$ cat config.mk
export PLATFORM = sky130hd
export DESIGN_NAME = trivium_out_fifo
export DESIGN_NICKNAME = d
export VERILOG_FILES = /design/src/rtl/trivium_out_fifo.sv
export SDC_FILE = /design/constraint.sdc
export NUM_CORES = 2
export LEC_CHECK = 0
export BUFFER_PORTS_ARGS = -buffer_cell sky130_fd_sc_hd__buf_2
export CORE_MARGIN = 2
export CORE_UTILIZATION = 57
export CTS_CLUSTER_DIAMETER = 120
export DETAILED_ROUTE_END_ITERATION = 6
export GPL_TIMING_DRIVEN = 0
export HOLD_SLACK_MARGIN = 0.08
export PLACE_DENSITY = 0.87
export SLEW_MARGIN = 30
export SYNTH_ARGS = -nofsm -noshare
export SYNTH_HDL_FRONTEND = slang
export SYNTH_SLANG_ARGS = --single-unit
$ cat constraint.sdc
create_clock -name clk -period 2.6 [get_ports clk]
set_clock_uncertainty 0.15 [all_clocks]
set_input_delay 0.13 -clock clk [delete_from_list [all_inputs] [get_ports clk]]
set_output_delay 0.13 -clock clk [all_outputs]
set_load 0.02 [all_outputs]
$ cat src/rtl/trivium_out_fifo.sv
// Byte-wide circular output buffer behind the Trivium keystream core, with registered read port and occupancy status.
// Optional: define TRIVIUM_FIFO_PARITY_EN to store even parity per entry and report rd_perr on reads.
module trivium_out_fifo #(
  parameter int DEPTH_LOG2 = 8
) (
  input  logic                  clk,
  input  logic                  rst,
  input  logic [7:0]            wr_data,
  input  logic                  wr_en,
  input  logic                  rd_en,
  input  logic                  flush,
  output logic [7:0]            rd_data,
  output logic                  rd_valid,
  output logic [1:0]            fifo_cnd,
  output logic [DEPTH_LOG2:0]   level,
  output logic                  burst_done
`ifdef TRIVIUM_FIFO_PARITY_EN
  ,
  output logic                  rd_perr
`endif
);

  localparam int DEPTH = 1 << DEPTH_LOG2;
  localparam logic [DEPTH_LOG2:0] LEVEL_FULL = (DEPTH_LOG2 + 1)'(DEPTH);
  localparam logic [DEPTH_LOG2:0] LEVEL_ONE  = (DEPTH_LOG2 + 1)'(1);

`ifdef TRIVIUM_FIFO_PARITY_EN
  localparam int ENTRY_W = 9;
`else
  localparam int ENTRY_W = 8;
`endif

  localparam logic [1:0] EMPTY = 2'b00;
  localparam logic [1:0] FILL  = 2'b01;
  localparam logic [1:0] FULL  = 2'b10;
  localparam logic [1:0] OVF   = 2'b11;

  logic [ENTRY_W-1:0]    mem [DEPTH];
  logic [DEPTH_LOG2-1:0] wp_q, wp_d;
  logic [DEPTH_LOG2-1:0] rp_q, rp_d;
  logic [DEPTH_LOG2:0]   level_q, level_d;
  logic [1:0]            state_q, state_d;
  logic [7:0]            rd_data_q;
  logic                  rd_valid_q;
  logic                  burst_done_q;
  logic                  is_empty, is_full;
  logic                  rd_acc, wr_acc, wr_drop;
  logic [ENTRY_W-1:0]    wr_entry;
  logic [ENTRY_W-1:0]    rd_entry;

  assign is_empty = (level_q == '0);
  assign is_full  = (level_q == LEVEL_FULL);

  // A read frees a slot in the same edge, so a write at full is only dropped when no read accompanies it.
  assign rd_acc  = rd_en && !is_empty && !flush;
  assign wr_acc  = wr_en && !flush && (!is_full || rd_acc);
  assign wr_drop = wr_en && !flush && is_full && !rd_acc;

`ifdef TRIVIUM_FIFO_PARITY_EN
  assign wr_entry = {^wr_data, wr_data};
`else
  assign wr_entry = wr_data;
`endif
  assign rd_entry = mem[rp_q];

  always_comb begin
    wp_d    = wp_q;
    rp_d    = rp_q;
    level_d = level_q;
    if (flush) begin
      wp_d    = '0;
      rp_d    = '0;
      level_d = '0;
    end else begin
      if (wr_acc) wp_d = wp_q + 1'b1;
      if (rd_acc) rp_d = rp_q + 1'b1;
      if (wr_acc && !rd_acc)      level_d = level_q + 1'b1;
      else if (rd_acc && !wr_acc) level_d = level_q - 1'b1;
    end
  end

  // The OVF state doubles as the sticky overflow flag; only flush or reset leave it.
  always_comb begin
    state_d = state_q;
    if (flush) begin
      state_d = EMPTY;
    end else begin
      case (state_q)
        EMPTY: if (wr_acc) state_d = (level_d == LEVEL_FULL) ? FULL : FILL;
        FILL: begin
          if (level_d == LEVEL_FULL) state_d = FULL;
          else if (level_d == '0)    state_d = EMPTY;
        end
        FULL: begin
          if (wr_drop)               state_d = OVF;
          else if (rd_acc && !wr_acc) state_d = (level_d == '0) ? EMPTY : FILL;
        end
        default: state_d = OVF;
      endcase
    end
  end

  always_ff @(posedge clk or negedge rst) begin
    if (!rst) begin
      wp_q         <= '0;
      rp_q         <= '0;
      level_q      <= '0;
      state_q      <= EMPTY;
      rd_data_q    <= '0;
      rd_valid_q   <= 1'b0;
      burst_done_q <= 1'b0;
    end else begin
      wp_q         <= wp_d;
      rp_q         <= rp_d;
      level_q      <= level_d;
      state_q      <= state_d;
      rd_valid_q   <= rd_acc;
      burst_done_q <= rd_acc && !wr_acc && (level_q == LEVEL_ONE);
      if (rd_acc) rd_data_q <= rd_entry[7:0];
    end
  end

  // Storage has no reset; stale contents are unreachable once the pointers are cleared.
  always_ff @(posedge clk) begin
    if (wr_acc) mem[wp_q] <= wr_entry;
  end

`ifdef TRIVIUM_FIFO_PARITY_EN
  logic rd_perr_q;

  always_ff @(posedge clk or negedge rst) begin
    if (!rst) begin
      rd_perr_q <= 1'b0;
    end else if (rd_acc) begin
      rd_perr_q <= rd_entry[8] ^ (^rd_entry[7:0]);
    end
  end

  assign rd_perr = rd_perr_q;
`endif

  assign rd_data    = rd_data_q;
  assign rd_valid   = rd_valid_q;
  assign fifo_cnd   = state_q;
  assign level      = level_q;
  assign burst_done = burst_done_q;

endmodule

# --- After elaboration in Yosys (flattened, before gate mapping) ---
# Memory sizes are Yosys's and may differ from the RTL's. A register that Yosys moved wholly into a read port is not among the register bits.
# Cells that the tools add are included.
word_totals:
  ff_bits: 29
  mem_bits_rw: 2048
  in_bits: 13
  output_inout_bits: 21
  wordCells: 59
  memories: 1
op_classes:
  addsub: 4
  eq_ne: 8
  n_mux: 18
  n_reduce_logical: 22
mem_list:
  columns: ["name", "depth", "word_bits", "read_ports", "rd_clocked_by_memory_dff", "wr", "line", "text"]
  rows:
  - ["mem", 256, 8, 1, 1, 1, "38", "logic [ENTRY_W-1:0] mem [DEPTH];"]
op_table:
  columns: ["cell", "count"]
  rows:
  - ["$mux 8", 4]
  - ["$mux 9", 3]
  - ["$eq 9x9->1 const B", 2]
  - ["$logic_not 9->1", 2]
  - ["$add 8x1->8 const B", 2]
  - ["$mux 2", 7]
  - ["$add 9x1->9 const B", 1]
  - ["$eq 9x1->1 const B", 1]
  - ["$logic_and 1x1->1", 9]
  - ["$sub 9x1->9 const B", 1]
  - ["$ne 4x4->1 const B", 2]
  - ["$logic_not 1->1", 6]
  - ["$pmux 2 s3", 1]
  - ["$reduce_bool 2->1", 2]
  - ["$mux 1", 3]
  - ["$ne 3x3->1 const B", 1]
  - ["$reduce_and 3->1", 1]
  - ["$eq 2x1->1 const B", 1]
  - ["$eq 2x2->1 const B", 1]
  - ["$logic_not 2->1", 1]
  - ["$logic_or 1x1->1", 1]

# --- Logic depth before layout (Yosys ltp) ---
logic_depth:
  ltp_word: 17
  depth_mapped: 12
  mapped_depth_nobuf: 10

# --- Least setup slack after synthesis ---
# Ideal clock, no wire load.
synth_path:
  path_type: "register -> register"
  start: "register level_q[0], in the netlist level[0]"
  end: "memory mem[135][0] (enable)"
  setup_ns: 0.383
  arrival_ns: 2.396
  t_required_ns: 2.067
  setup_slack_ns: -0.329
  stages_incl_launch_ff: 10
  n_path_buf: 1
  period_less_slack_ns: 2.929
  cell_sequence: "dfrtp_1 > inv_1 > ha_1 > nand4_1 > o21a_1 > clkbuf_1 > nand3_1 > inv_1 > nand2_1 > nor3_1"
synth_via:
  elab_chain_len: 8
  elab_cells_between_ends: 10
  cone_classes: "eq/ne (1); mux (2); reduce/logical (7)"
synth_lines:
  columns: ["item", "line", "text"]
  rows:
  - ["from (decl)", "41", "logic [DEPTH_LOG2:0] level_q, level_d;"]
  - ["from (signal assigned)", "115", "level_q <= level_d;"]
  - ["$logic_not 9->1", "51", "assign is_empty = (level_q == '0);"]
  - ["$logic_not 1->1", "55", "assign rd_acc = rd_en && !is_empty && !flush;"]
  - ["$logic_and 1x1->1 (2 in series)", "55", null]
  - ["$logic_or 1x1->1 (*)", "56", "assign wr_acc = wr_en && !flush && (!is_full || rd_acc);"]
  - ["$logic_and 1x1->1 (*)", "56", null]
  - ["$mux 1 (*)", "125", "if (wr_acc) mem[wp_q] <= wr_entry;"]
  - ["$mux 1 (not written as such) (*)", "125", null]
  - ["to (decl)", "38", null]
# Every way passes the cells marked *; elsewhere a longest branch is shown, timed or not.

==> load_flow_metrics.sql <==
INSERT INTO impl_metrics (metric_group, metric, value, unit) VALUES
('status', 'outcome', 'finished with violations', ''),
('status', 'failed_checks', 'DRC, setup timing', ''),
('power_and_ir_drop', 'powerDensity', '832', 'mW/mm²'),
('floorplan', 'floorplan.rows', '138', ''),
('global_routing', 'number_of_antenna_violations_at_the_first_check_in_global_routing', '13', ''),
('route', 'detail_route.wl_per_cell', '43.7', 'µm'),
('synthesis', 'yosysWarnings', '0', ''),
('critical_path', 'critical_path_peak_fanout', '10', ''),
('global_routing', 'grt_pass1_vias', '47151', ''),
('synthesis', 'syn_inst', '4048', ''),
('critical_path', 'critPathCaptureType', 'flop', ''),
('timing', 'min_period', '3.59', 'ns'),
('clock_tree', 'clock_tree_from_tritoncts', 'done', ''),
('synthesis', 'mappedNetlistNets', '4070', ''),
('floorplan', 'fp.dieH', '383', 'µm'),
('synthesis', 'synth_top_cells_by_area', 'sky130_fd_sc_hd__edfxtp_1 (75%), sky130_fd_sc_hd__mux4_2 (12%), sky130_fd_sc_hd__mux2i_1 (3.0%)', ''),
('power_and_ir_drop', 'worst_ir_drop_vdd', '0.793', 'mV'),
('critical_path', 'cp_data_required_time', '3.27', 'ns'),
('critical_path', 'cp-start-kind', 'flop', ''),
('power_and_ir_drop', 'power', '0.0808', 'W'),
('clock_tree', 'clkSinkCount', '2085', ''),
('synthesis', 'ys_dominant_reg_cell', 'sky130_fd_sc_hd__edfxtp_1', ''),
('critical_path', 'worstSetupPathType', 'reg -> reg', ''),
('critical_path', 'path_cells', 'buf_12 -> buf_16 -> buf_16 -> buf_6 -> buf_8 -> mux2i_1 -> o221ai_1 -> a21oi_1 -> o31ai_2 -> o22ai_2 -> nor3_2 -> a211o_1', ''),
('timing', 'final_max_slew_viol_count', '0', ''),
('clock_tree', 'path_clk_slew', '0.07', 'ns'),
('power_and_ir_drop', 'switching_share_of_total_power', '27.4', '%'),
('finish', 'post_layout_util', '68.5', '%'),
('finish', 'layout-area-overhead-vs-synth', '18.9', '%'),
('timing', 'max_slew.worst_pin.slew', '1.06', 'ns'),
('worst_hold_path', 'hold_path.startpoint', 'wr_en', ''),
('power_and_ir_drop', 'total_switching_power', '0.0221', 'W'),
('timing', 'hold_slack', '0.0972', 'ns'),
('finish', 'drive_above_1_share', '35.3', '%'),
('route', 'drt_iter0_drc', '10279', ''),
('critical_path', 'path_common_cell', 'sky130_fd_sc_hd__buf_16', ''),
('clock_tree', 'cts-buffers-inserted', '195', ''),
('critical_path', 'worst_r2r_start', 'rp_q[0]', ''),
('power_and_ir_drop', 'p_int', '0.0587', 'W'),
('route', 'detail_route.first_pass.iterations', '7', ''),
('global_routing', 'overflow', '0', ''),
('global_routing', 'gr-usage-all-layers', '35.8', '%'),
('synthesis', 'synth_edf_count', '2048', ''),
('global_routing', 'grt_first_pass_wirelength', '361000', 'µm'),
('power_and_ir_drop', 'power.share.combinational', '18.6', '%'),
('critical_path', 'worst_path_max_delay_cell', 'sky130_fd_sc_hd__dfrtp_2', ''),
('timing', 'finalCritPeriodShare', '138', '%'),
('global_routing', 'grt_use_met2', '53.1', '%'),
('synthesis', 'netlist-cell-type-count', '71', ''),
('placement', 'placed_cells', '5987', ''),
('synthesis', 'ys_seq_area_share', '76.4', '%'),
('critical_path', 'crit_start', 'rp_q[0]', ''),
('power_and_ir_drop', 'cellLeakagePower', '29.5', 'nW'),
('finish', 'nNetsFinal', '4441', ''),
('timing', 'achievable-frequency', '0.279', 'GHz'),
('route', 'drc', '179', ''),
('critical_path', 'worst_path_largest_cell_delay', '0.48', 'ns'),
('timing', 'slew_headroom', '29.0', '%'),
('global_routing', 'use_met1', '42.4', '%'),
('timing', 'fin_ws', '-0.986', 'ns'),
('timing', 'setup_viol', '2061', ''),
('synthesis', 'async_flop_share', '1.77', '%'),
('route', 'vias_per_cell', '7.68', ''),
('route', 'drt_wl_total', '283000', 'µm'),
('worst_hold_path', 'hold_class', 'in -> reg', ''),
('floorplan', 'die_area', '0.146', 'mm²'),
('floorplan', 'placeable_core_area', '0.142', 'mm²'),
('finish', 'fin_cells', '6468', ''),
('power_and_ir_drop', 'pwr-share-clk', '35.2', '%'),
('critical_path', 'worst-r2r-cell-count', '12', ''),
('synthesis', 'netlist_top_cells_count', 'sky130_fd_sc_hd__edfxtp_1 (2,048), sky130_fd_sc_hd__mux4_2 (420), sky130_fd_sc_hd__nor2_1 (313), sky130_fd_sc_hd__mux2i_1 (242), sky130_fd_sc_hd__clkbuf_1 (119)', '');
-- power groups by stage --
stage	Combinational, W	Sequential (W)	Clock, W
4_1_cts	0.0131	0.0372	0.0277
3_5_place_dp	0.0116	0.0380	0
3_3_place_gp	0.0112	0.0381	0
6_report	0.0151	0.0373	0.0285
5_1_grt	0.0150	0.0373	0.0292
2_1_floorplan	0.00735	0.0380	0
-- worst min path at each step --
stage / slack, ns / endpoint
final: 0.1 / burst_done
after global routing: 0.11 / burst_done
after CTS: 0.11 / burst_done
after detailed placement: 0.19 / level[5]
after global placement: 0.17 / level[5]
after floorplan: -0.32 / burst_done
-- area by class of cell --
type,instances,area [µm²]
sequential,2085,62400
timing repair buffer,181,2100
buffer,237,2770
fill,7712,44700
multi-input combinational,1703,21400
tap,1890,2360
inverter,16,72.6
antenna,5,12.5
clock buffer,249,5120
clock inverter,102,980
-- cells in the final DEF, fill, tap and decap left out, types with 59 or more instances in the layout --
cell type,instances
sky130_fd_sc_hd__nor2_4,193
sky130_fd_sc_hd__edfxtp_1,2048
sky130_fd_sc_hd__nor2_2,67
sky130_fd_sc_hd__clkbuf_1,66
sky130_fd_sc_hd__clkbuf_16,213
sky130_fd_sc_hd__mux4_2,420
sky130_fd_sc_hd__nand2_1,59
sky130_fd_sc_hd__mux2i_1,232
sky130_fd_sc_hd__o221ai_1,74
sky130_fd_sc_hd__buf_4,110
-- flip-flops by register name (all words and copies together), names as in the netlist --
register / flops
rd_data: 8
burst_done: 1
fifo_cnd: 2
level: 9
mem: 2048
rd_valid: 1
wp_q: 8
rp_q: 8
-- metal layers --
layer	wire [µm]	vias up
met5	656	-
met4	28900	24
met3	49600	1701
met2	122000	5862
met1	81200	24521
li1	-	17576
-- cell families after synthesis --
logic type / Yosys count / share of synthesized area, %
AND/OR/NAND/NOR: 575 / 3.17
XOR/XNOR: 12 / 0.129
AO/OA/AOI/OAI: 414 / 3.61
buffers and inverters: 261 / 1.63
adder cells (fa/ha/maj): 9 / 0.138
flip-flops: 2085 / 76.4
multiplexers: 692 / 15.0
-- repair_timing --
item / 4_1_cts / 5_1_grt
pin swaps: 34 / 84
gates cloned: 4 / 11
setup endpoints to repair: 2067 / 2065
hold buffers: 16 / 0
buffers inserted: 27 / 79
endpoints found under the hold margin: 1760 / 0
resized for setup: 871 / 278
-- metrics by stage --
step / TNS (ns) / setup WS [ns] / instance area (µm²)
6_report: -736.68 / -0.986 / 97200
5_1_grt: -625.95 / -0.798 / 97200
3_5_place_dp: -2173.39 / -2.11 / 85200
4_1_cts: -340.72 / -0.514 / 95300
3_3_place_gp: -5413.70 / -2.07 / 84700
2_1_floorplan: -3.24 / -0.0903 / 82100
-- worst max-delay path: cells and delay by family (launching register included) --
| family | cells | cell delay [ns] |
|---|---|---|
| compound gates | 5 | 1.40 |
| buf+inv | 5 | 1.05 |
| flops | 1 | 0.48 |
| mux | 1 | 0.18 |
| simple gates | 1 | 0.22 |
Note: power is estimated with default switching activity, not from simulation.
